File: config.mk
export PLATFORM = sky130hd
export DESIGN_NAME = proximity_bargraph_flat
export DESIGN_NICKNAME = d
export VERILOG_FILES = /design/src/rtl/proximity_bargraph_if.sv /design/src/rtl/proximity_bargraph.sv /design/src/flat_wrapper.sv
export SDC_FILE = /design/constraint.sdc
export NUM_CORES = 1
export LEC_CHECK = 0
export ABC_AREA = 1
export BUFFER_PORTS_ARGS = -buffer_cell sky130_fd_sc_hd__buf_4
export CORE_ASPECT_RATIO = 0.6
export CORE_UTILIZATION = 60
export CTS_BUF_LIST = sky130_fd_sc_hd__clkbuf_8 sky130_fd_sc_hd__clkbuf_16
export DETAILED_ROUTE_END_ITERATION = 16
export PLACE_DENSITY_LB_ADDON = 0.08
export SYNTH_ARGS = -nofsm -noshare
export SYNTH_HDL_FRONTEND = slang
export SYNTH_SLANG_ARGS = --single-unit
File: constraint.sdc
create_clock -name clk -period 3.9 [get_ports clk]
set_input_delay 0.78 -clock clk [delete_from_list [all_inputs] [get_ports clk]]
set_output_delay 0.78 -clock clk [all_outputs]
set_load 0.05 [all_outputs]
File: src/rtl/proximity_bargraph_if.sv
// Sample/display bundle for proximity_bargraph.
// Handshake: distance_valid is a one-cycle strobe with no ready; the
// design accepts every strobe, and distance_raw only matters in a strobe cycle.
// led/level/stale are registered outputs of the display side.
interface proximity_bargraph_if #(
  parameter int NUM_LEDS = 10,
  parameter int DIST_W   = 22
);
  localparam int LVL_W = $clog2(NUM_LEDS + 1);

  logic [DIST_W-1:0]   distance_raw;
  logic                distance_valid;
  logic                mode;
  logic [NUM_LEDS-1:0] led;
  logic [LVL_W-1:0]    level;
  logic                stale;

  modport master (
    output distance_raw, distance_valid, mode,
    input  led, level, stale
  );

  modport slave (
    input  distance_raw, distance_valid, mode,
    output led, level, stale
  );
endinterface

File: src/rtl/proximity_bargraph.sv
// Proximity bar graph: averages echo-count samples, maps the average to a
// level with hysteresis, drives a bar or dot display, and blanks it when
// samples stop arriving.
// Optional feature macro PROX_BLINK_EN: blink the display while it is full.
// Pipeline: stage 1 (strobe edge) updates the averager, stage 2 (next edge)
// updates level/led/stale, so outputs follow a sample two cycles later.
module proximity_bargraph #(
  parameter int NUM_LEDS       = 10,
  parameter int DIST_W         = 22,
  parameter int AVG_LOG2       = 2,
  parameter int BUCKET_SHIFT   = 19,
  parameter int HOLD           = 2,
  parameter int TIMEOUT_CYCLES = 25000000,
  parameter int BLINK_HALF     = 6250000
) (
  input logic                 clk,
  input logic                 rst_n,
  proximity_bargraph_if.slave bus
);

  localparam int DEPTH  = 1 << AVG_LOG2;
  localparam int SUM_W  = DIST_W + AVG_LOG2;
  localparam int PTR_W  = (AVG_LOG2 > 0) ? AVG_LOG2 : 1;
  localparam int LVL_W  = $clog2(NUM_LEDS + 1);
  localparam int TMO_W  = $clog2(TIMEOUT_CYCLES + 1);
  localparam int HOLD_W = 4;
  localparam logic [LVL_W-1:0] FULL = LVL_W'(NUM_LEDS);

  // ---------------- stage 1: averager and timeout ----------------
  logic [DIST_W-1:0] buf_q [DEPTH];
  logic [SUM_W-1:0]  sum_q, sum_d;
  logic [PTR_W-1:0]  ptr_q, ptr_d;
  logic              smp_q;    // a sample is waiting for stage 2
  logic              first_q;  // that sample was the first after stale
  logic              prime_q;  // next accepted sample must preload the buffer
  logic [TMO_W-1:0]  tmo_q;
  logic              expire;

  // Valid wins over an expiring timeout in the same cycle.
  assign expire = !bus.distance_valid && !prime_q &&
                  (tmo_q == TMO_W'(TIMEOUT_CYCLES - 1));

  // Running-sum update and write-pointer advance for a normal sample.
  always_comb begin
    sum_d = sum_q + SUM_W'(bus.distance_raw) - SUM_W'(buf_q[ptr_q]);
    if (ptr_q == PTR_W'(DEPTH - 1)) ptr_d = '0;
    else                            ptr_d = ptr_q + PTR_W'(1);
  end

  // Accept samples into the circular buffer; track time since the last strobe.
  always_ff @(posedge clk or negedge rst_n) begin
    if (!rst_n) begin
      for (int i = 0; i < DEPTH; i++) buf_q[i] <= '0;
      sum_q   <= '0;
      ptr_q   <= '0;
      smp_q   <= 1'b0;
      first_q <= 1'b0;
      prime_q <= 1'b1;
      tmo_q   <= '0;
    end else begin
      smp_q   <= bus.distance_valid;
      first_q <= bus.distance_valid & prime_q;
      if (bus.distance_valid) begin
        tmo_q <= '0;
        if (prime_q) begin
          for (int i = 0; i < DEPTH; i++) buf_q[i] <= bus.distance_raw;
          sum_q   <= SUM_W'(bus.distance_raw) << AVG_LOG2;
          prime_q <= 1'b0;
        end else begin
          buf_q[ptr_q] <= bus.distance_raw;
          sum_q        <= sum_d;
          ptr_q        <= ptr_d;
        end
      end else if (prime_q) begin
        tmo_q <= '0;
      end else if (expire) begin
        tmo_q   <= '0;
        prime_q <= 1'b1;
      end else begin
        tmo_q <= tmo_q + TMO_W'(1);
      end
    end
  end

  // ---------------- stage 2: level, hysteresis, display ----------------
  logic [SUM_W-1:0]    avg_w, bucket_w;
  logic [LVL_W-1:0]    cand;
  logic [LVL_W-1:0]    level_q, level_d;
  logic [LVL_W-1:0]    prev_q, prev_d;
  logic [HOLD_W-1:0]   hold_q, hold_d, run;
  logic                stale_q, stale_d;
  logic [NUM_LEDS-1:0] pat, led_q, led_d;
`ifdef PROX_BLINK_EN
  localparam int BLK_W = $clog2(BLINK_HALF + 1);
  logic [BLK_W-1:0]    blink_cnt_q, blink_cnt_d;
  logic                blink_off_q, blink_off_d;
`endif

  assign avg_w    = sum_q >> AVG_LOG2;
  assign bucket_w = avg_w >> BUCKET_SHIFT;

  // Near objects (small bucket) light more LEDs; far ones floor at one LED.
  always_comb begin
    if (bucket_w < SUM_W'(NUM_LEDS - 1)) cand = FULL - bucket_w[LVL_W-1:0];
    else                                 cand = LVL_W'(1);
  end

  // Next level with hold hysteresis, timeout blanking and LED pattern.
  always_comb begin
    level_d = level_q;
    prev_d  = prev_q;
    hold_d  = hold_q;
    stale_d = stale_q;
    run     = '0;
    if (expire) begin
      level_d = '0;
      hold_d  = '0;
      stale_d = 1'b1;
    end else if (smp_q) begin
      stale_d = 1'b0;
      prev_d  = cand;
      if (first_q) begin
        level_d = cand;
        hold_d  = '0;
      end else if (cand == level_q) begin
        hold_d = '0;
      end else begin
        // A differing candidate starts a run of 1 unless it extends the last one.
        if ((cand == prev_q) && (hold_q != '0)) run = hold_q + HOLD_W'(1);
        else                                    run = HOLD_W'(1);
        if (run >= HOLD_W'(HOLD)) begin
          level_d = cand;
          hold_d  = '0;
        end else begin
          hold_d = run;
        end
      end
    end

    for (int i = 0; i < NUM_LEDS; i++) begin
      if (bus.mode) pat[i] = (level_d == LVL_W'(i + 1));
      else          pat[i] = (LVL_W'(i) < level_d);
    end

`ifdef PROX_BLINK_EN
    blink_cnt_d = blink_cnt_q;
    blink_off_d = blink_off_q;
    // Blinking starts with the pattern visible on the edge the level becomes full.
    if ((level_d != FULL) || (level_q != FULL)) begin
      blink_cnt_d = '0;
      blink_off_d = 1'b0;
    end else if (blink_cnt_q == BLK_W'(BLINK_HALF - 1)) begin
      blink_cnt_d = '0;
      blink_off_d = ~blink_off_q;
    end else begin
      blink_cnt_d = blink_cnt_q + BLK_W'(1);
    end
    led_d = blink_off_d ? '0 : pat;
`else
    led_d = pat;
`endif
  end

  // Register displayed level, hysteresis state and LED drive.
  always_ff @(posedge clk or negedge rst_n) begin
    if (!rst_n) begin
      level_q <= '0;
      prev_q  <= '0;
      hold_q  <= '0;
      stale_q <= 1'b1;
      led_q   <= '0;
`ifdef PROX_BLINK_EN
      blink_cnt_q <= '0;
      blink_off_q <= 1'b0;
`endif
    end else begin
      level_q <= level_d;
      prev_q  <= prev_d;
      hold_q  <= hold_d;
      stale_q <= stale_d;
      led_q   <= led_d;
`ifdef PROX_BLINK_EN
      blink_cnt_q <= blink_cnt_d;
      blink_off_q <= blink_off_d;
`endif
    end
  end

  assign bus.led   = led_q;
  assign bus.level = level_q;
  assign bus.stale = stale_q;

endmodule
File: src/flat_wrapper.sv
// flat-port wrapper written by rule: the top's interface ports become plain ports
module proximity_bargraph_flat 
#(
  parameter int NUM_LEDS       = 10,
  parameter int DIST_W         = 22,
  parameter int AVG_LOG2       = 2,
  parameter int BUCKET_SHIFT   = 19,
  parameter int HOLD           = 2,
  parameter int TIMEOUT_CYCLES = 25000000,
  parameter int BLINK_HALF     = 6250000
)
  (clk, rst_n, bus_distance_raw, bus_distance_valid, bus_mode, bus_led, bus_level, bus_stale);
  proximity_bargraph_if #(.NUM_LEDS(NUM_LEDS), .DIST_W(DIST_W)) bus_i ();
  input logic clk;
  input logic rst_n;
  input wire logic [$bits(bus_i.distance_raw)-1:0] bus_distance_raw;
  input wire logic [$bits(bus_i.distance_valid)-1:0] bus_distance_valid;
  input wire logic [$bits(bus_i.mode)-1:0] bus_mode;
  output wire logic [$bits(bus_i.led)-1:0] bus_led;
  output wire logic [$bits(bus_i.level)-1:0] bus_level;
  output wire logic [$bits(bus_i.stale)-1:0] bus_stale;
  assign bus_i.distance_raw = bus_distance_raw;
  assign bus_i.distance_valid = bus_distance_valid;
  assign bus_i.mode = bus_mode;
  assign bus_led = bus_i.led;
  assign bus_level = bus_i.level;
  assign bus_stale = bus_i.stale;
  proximity_bargraph #(.NUM_LEDS(NUM_LEDS), .DIST_W(DIST_W), .AVG_LOG2(AVG_LOG2), .BUCKET_SHIFT(BUCKET_SHIFT), .HOLD(HOLD), .TIMEOUT_CYCLES(TIMEOUT_CYCLES), .BLINK_HALF(BLINK_HALF)) u_core (.clk(clk), .rst_n(rst_n), .bus(bus_i));
endmodule
* Yosys cells after proc, flatten, opt, wreduce, memory -nomap -nowiden
Cells that the tools add are included.
** Storage, ports and cells
- Input bits :: 26
- Bits in registers :: 165
- Word-level logic and storage cells :: 106
- Output and inout bits :: 15
** Operators by class
- Multiplexer cells :: 43
- Reductions and logical operators :: 10
- Bitwise operators :: 4
- $lt $le $gt $ge :: 14
- Add/sub/neg operators :: 6
- Eq/ne operators :: 14
** Operator list (count)
- bitwise mux 88 bit :: 1
- 2-to-1 mux 88 bit :: 1
- 2-to-1 mux 25 bit :: 3
- 2-to-1 mux 22 bit :: 3
- 2-to-1 mux 4 bit :: 16
- binary-select mux 22 bit (select 2 bit) :: 1
- demux 22 bit (select 2 bit) :: 1
- adder 25 x 1 -> 25 bit (second input constant) :: 1
- equality test 25 bit (second input constant) :: 1
- adder 24 x 22 -> 24 bit :: 1
- 2-to-1 mux 24 bit :: 1
- subtractor 24 x 22 -> 24 bit :: 1
- equality test 4 x 3 -> 1 bit (second input constant) :: 4
- < comparator 3 x 4 -> 1 bit (first input constant) :: 4
- 2-to-1 mux 1 bit :: 15
- equality test 4 bit (second input constant) :: 3
- equality test 4 x 2 -> 1 bit (second input constant) :: 2
- equality test 4 bit :: 2
- < comparator 1 x 4 -> 1 bit (first input constant) :: 2
- < comparator 2 x 4 -> 1 bit (first input constant) :: 2
- < comparator 4 bit (first input constant) :: 2
- adder 4 x 1 -> 4 bit (second input constant) :: 1
- equality test 4 x 1 -> 1 bit (second input constant) :: 1
- >= comparator 4 x 2 -> 1 bit (second input constant) :: 1
- other kinds (15) :: 21

* Longest topological paths before layout
- Depth after elaboration :: 17
- Gate-level depth with buffers :: 22
- Depth with buffers taken out :: 19

* Worst setup path before layout
No wires, ideal clock.
- Path type :: register -> register
- Start :: reg u_core.ptr_q[0]
- End :: reg u_core.sum_q[18]
- Library setup time :: 0.129 ns
- Stages on the path, launching flop included :: 19
- Data arrival time :: 3.198 ns
- Path buffers :: 3
- Path slack :: 0.573 ns
- Period minus slack after synthesis :: 3.327 ns
- Required time :: 3.771 ns
- Cells stage by stage :: dfrtp_1 clkbuf_1 inv_1 clkbuf_1 clkbuf_1 nor2_1 o22ai_1 fa_1 inv_1 fa_1 nand2_1 nand2_1 o21ai_0 o21ai_0 a21oi_1 o21ai_0 a21oi_1 o21ai_0 nand3_1
** On the way
- Longest elaborated chain between the ends :: 6
** RTL lines
- start: declaration :: RTL line proximity_bargraph.sv:32 : logic [PTR_W-1:0] ptr_q, ptr_d;
- start signal: assignment :: RTL line proximity_bargraph.sv:72 : ptr_q <= ptr_d;
- inverter 2 -> 3 bit (not written as such) :: RTL line proximity_bargraph.sv:45 : sum_d = sum_q + SUM_W'(bus.distance_raw) - SUM_W'(buf_q[ptr_q]);
- binary-select mux 22 bit (select 2 bit) :: RTL line proximity_bargraph.sv:45
- 2-to-1 mux 22 bit (not written as such) (2 in series) :: RTL line proximity_bargraph.sv:45
- subtractor 24 x 22 -> 24 bit :: RTL line proximity_bargraph.sv:45
- 2-to-1 mux 24 bit :: RTL line proximity_bargraph.sv:65 : if (prime_q) begin
- end signal: assignment :: RTL line proximity_bargraph.sv:67 : sum_q <= SUM_W'(bus.distance_raw) << AVG_LOG2;
- end signal: assignment :: RTL line proximity_bargraph.sv:71 : sum_q <= sum_d;
- end: declaration :: RTL line proximity_bargraph.sv:31 : logic [SUM_W-1:0] sum_q, sum_d;
Every way passes these cells. The select of a mux whose other input is x is not followed.
A chain may end at the register's enable or synchronous reset.

* Final worst setup path
- Start :: reg u_core.ptr_q[0]
- End :: reg u_core.sum_q[16]
Same word-level chain as after synthesis.

==> out/summary.md <==
Place
- **global placement routability congestion** 0.986
- **Port Buf Inserts** 40
- **count of placed standard cells including taps** 1380
- **DPL Wire Length** 17200 um

Drt
- **number of optimization iterations in the first detailed-route pass** 5
- **# DRC** 0
- **residual antenna-violating net count after detailed routing** 0
- **per-cell routed wire length** 16.9 um
- **detail-routed via count per cell** 5.59
- **wirelength, routed** 23900 um
- **violation count after the first detailed-routing iteration** 792
- **vias after detailed routing** 7898

Clocking
- **CTS tree** done
- **maximum number of buffers from clock root to sink** 2
- **number of buffers inserted during clock tree synthesis** 17
- **Clk pin slew, worst setup/hold paths** 70 ps
- **Setup Fix Bufs, Post-CTS** 0
- **clock latency on the worst-skew pair** 430 ps
- **CTS Root Cell** clkbuf_16
- **number of sinks handled by clock tree synthesis** 165
- **number of H-tree branching levels** 4

Logic synthesis
- **number of warning messages in the yosys log** 0
- **Post-synth EDFFs** 0
- **sequential element share of the synthesized area** 43.8%
- **Cell variety after synth** 44
- **number of synthesized register bits** 165
- **Post-Synthesis Net Count** 1240
- **Post-Synthesis Mean Instance Area** 8.15 um^2
- **netlist area before placement** 0.00944 mm^2
- **Post-Synthesis Cells** 1158
- **Synth Flop Type** dfrtp_1
- **Async S/R FF share, synth** 100%

Critical path
- **required time of the critical path** 4250 ps
- **number of buffers and inverters on the critical path** 4
- **Crit Path Max Fanout** 31
- **critical path startpoint** u_core.ptr_q[0]
- **type of element launching the critical path** flop
- **critical path class** reg -> reg
- **cell breakdown of the critical path** inv_1 > buf_4 > o21ai_0 > o22ai_1 > fa_1 > inv_1 > fa_1 > nand2_1 > nand2_1 > o21ai_0 > inv_1 > a21oi_1 > o21ai_0 > a21oi_1 > xnor2_1 > nand2_1 > nand3_1
- **slowest stage cell, crit path** fa_1
- **arrival time of the worst setup path** 3820 ps
- **R2R Path Start** u_core.ptr_q[0]
- **CP delay by family, top** compound AO/OA/AOI/OAI gates
- **Worst setup EP type** flop
- **Slowest Stage Delay on Critical Path** 480 ps

Status
- **result of the run** finished clean

GRT
- **antenna violations before repair** 0
- **aggregate global-route resource usage** 31.6%
- **first-pass GRT wire length** 38800 um
- **maximum number of pins on one net before global-route repair** 89
- **via count of the first global-routing pass** 7362
- **sum of overflow across all layers after global routing** 0

Die
- **initial core utilization** 61.4%
- **DIE AREA** 0.0162 mm^2
- **Die Ht** 99.1 um
- **Core Rows** 35
- **count of pins on the block boundary** 41
- **width of the die** 164 um
- **core region area** 0.0154 mm^2

STA
- **final worst-path cycle share** 88.8%
- **Pins Over Slew Limit** 0
- **unrepaired setup endpoints after global routing** false
- **total negative setup slack** 0 ps
- **final critical path time including I/O delays and setup** 3460 ps
- **Relative slew margins** 44.2%
- **final hold violation count** 0
- **transition at the pin with the smallest max-transition slack** 837 ps
- **worst clock skew** 15.5 ps
- **final setup violation count** 0
- **highest clock rate** 0.289 GHz

Finish
- **filler instances** 1222
- **Inserted Diodes** 0
- **area delta synth->final** 12.3%
- **Final Non-Filler Cells** 1412
- **post-route core utilization** 68.9%
- **layout cells sized above 1** 11.0%
- **final net count** 1278

Worst hold path
- **class of the tightest hold or removal check** in -> async

Flow run
- **max-cap violation count** 0

[sequential cells by signal, indices dropped and copies added, names as in the netlist, 2 cells and up]
signal            cells
u_core.tmo_q         25
u_core.hold_q         4
u_core.prev_q         4
u_core.buf_q         88
u_core.bus.level      4
u_core.bus.led       10
u_core.ptr_q          2
u_core.sum_q         24
[cell usage in the layout, fill, tap and decap left out, types with 4 or more instances in the layout]
master	Yosys	final
a211oi_1	5	5
a21oi_1	128	127
buf_4	1	55
clkbuf_16	0	17
clkinvlp_4	0	4
dfrtp_1	163	163
fa_1	22	22
ha_1	34	34
inv_1	157	159
inv_2	8	8
inv_6	0	4
nand2_1	130	130
nand2_2	8	8
nand3_1	39	39
nand3_2	6	6
nand4_1	15	15
nor2_1	192	192
nor2_2	6	6
nor3_1	18	18
nor4_1	5	5
o21ai_0	75	74
o21ai_1	6	7
o221ai_1	16	16
o22ai_1	23	23
xnor2_1	14	14
xor2_1	15	15
[through the flow]
stage / hold WS, ps / instance area [um^2] / worst slack (ps)
6_report: 402 / 10600 / 437
2_1_floorplan: 433 / 9440 / 573
5_1_grt: 472 / 10600 / 104
3_5_place_dp: 455 / 10000 / 299
3_3_place_gp: 455 / 10000 / 388
4_1_cts: 455 / 10600 / 356
[worst reg2reg max path, cell delays in order (launching register included)]
cell	delay, ps
dfrtp_1	390
inv_1	70
buf_4	230
o21ai_0	190
o22ai_1	110
fa_1	480
inv_1	70
fa_1	470
nand2_1	80
nand2_1	50
o21ai_0	200
inv_1	120
a21oi_1	290
o21ai_0	190
a21oi_1	190
xnor2_1	130
nand2_1	70
nand3_1	60
[cells in the mapped netlist (all sizes together), types with 14 or more instances]
| cell type | instances | area share (%) |
|---|---|---|
| fa | 22 | 4.7 |
| nor3 | 22 | 1.4 |
| nor2 | 201 | 8.4 |
| ha | 34 | 4.5 |
| o221ai | 16 | 1.5 |
| o21ai | 82 | 4.4 |
| nand2 | 140 | 5.9 |
| a21oi | 129 | 6.9 |
| clkbuf | 37 | 1.5 |
| xor2 | 15 | 1.4 |
| xnor2 | 14 | 1.3 |
| nand4 | 16 | 1.1 |
| o22ai | 23 | 1.5 |
| inv | 165 | 6.6 |
| nand3 | 46 | 2.9 |
| dfrtp | 163 | 43 |
[layout make-up]
cell class	count	area [um^2]	area share (%)
repair buffers	58	464	4.38
flip-flops and latches	165	4130	39.0
clock buffers	17	425	4.02
clock inverters	15	155	1.46
multi-input cells	786	4530	42.8
inverters	168	631	5.95
well taps	203	254	2.40
[repair_timing]
action	CTS	global route
endpoints found under the setup margin	0	1
hold buffers	0	0
gates resized for setup	0	1
[cell families (layout without fill, tap and decap cells)]
logic type	Yosys count	after routing	synth area share (%)
AO/OA/AOI/OAI	266	266	15.6
XOR/XNOR	29	29	2.69
adder cells (fa/ha/maj)	56	56	9.18
buffers and inverters	207	258	8.29
flip-flops	165	165	43.8
AND/OR/NAND/NOR	435	435	20.5
[final timing paths]
kind | cells after the start | slack [ps] | endpoint
worst max register to register | 17 | 440 | u_core.sum_q[16]
worst min register to register | 1 | 460 | u_core.tmo_q[0]
max in group asynchronous | 2 | 2540 | u_core.prime_q
worst max-delay path | 17 | 440 | u_core.sum_q[16]
min in group clk | 1 | 460 | u_core.tmo_q[0]
worst min-delay path | 1 | 400 | u_core.buf_q[71]
[metal layers]
layer | wire length, um | track usage (%) | part of all wire [%]
met5 | 0 | 0 | 0
met1 | 12400 | 52.5 | 52
met4 | 163 | 6.13 | 0.68
met3 | 2220 | 8.84 | 9.3
met2 | 9090 | 40.2 | 38
Power is not shown: default switching activity piles up to over one toggle a cycle in this logic, so the estimate is an artifact.
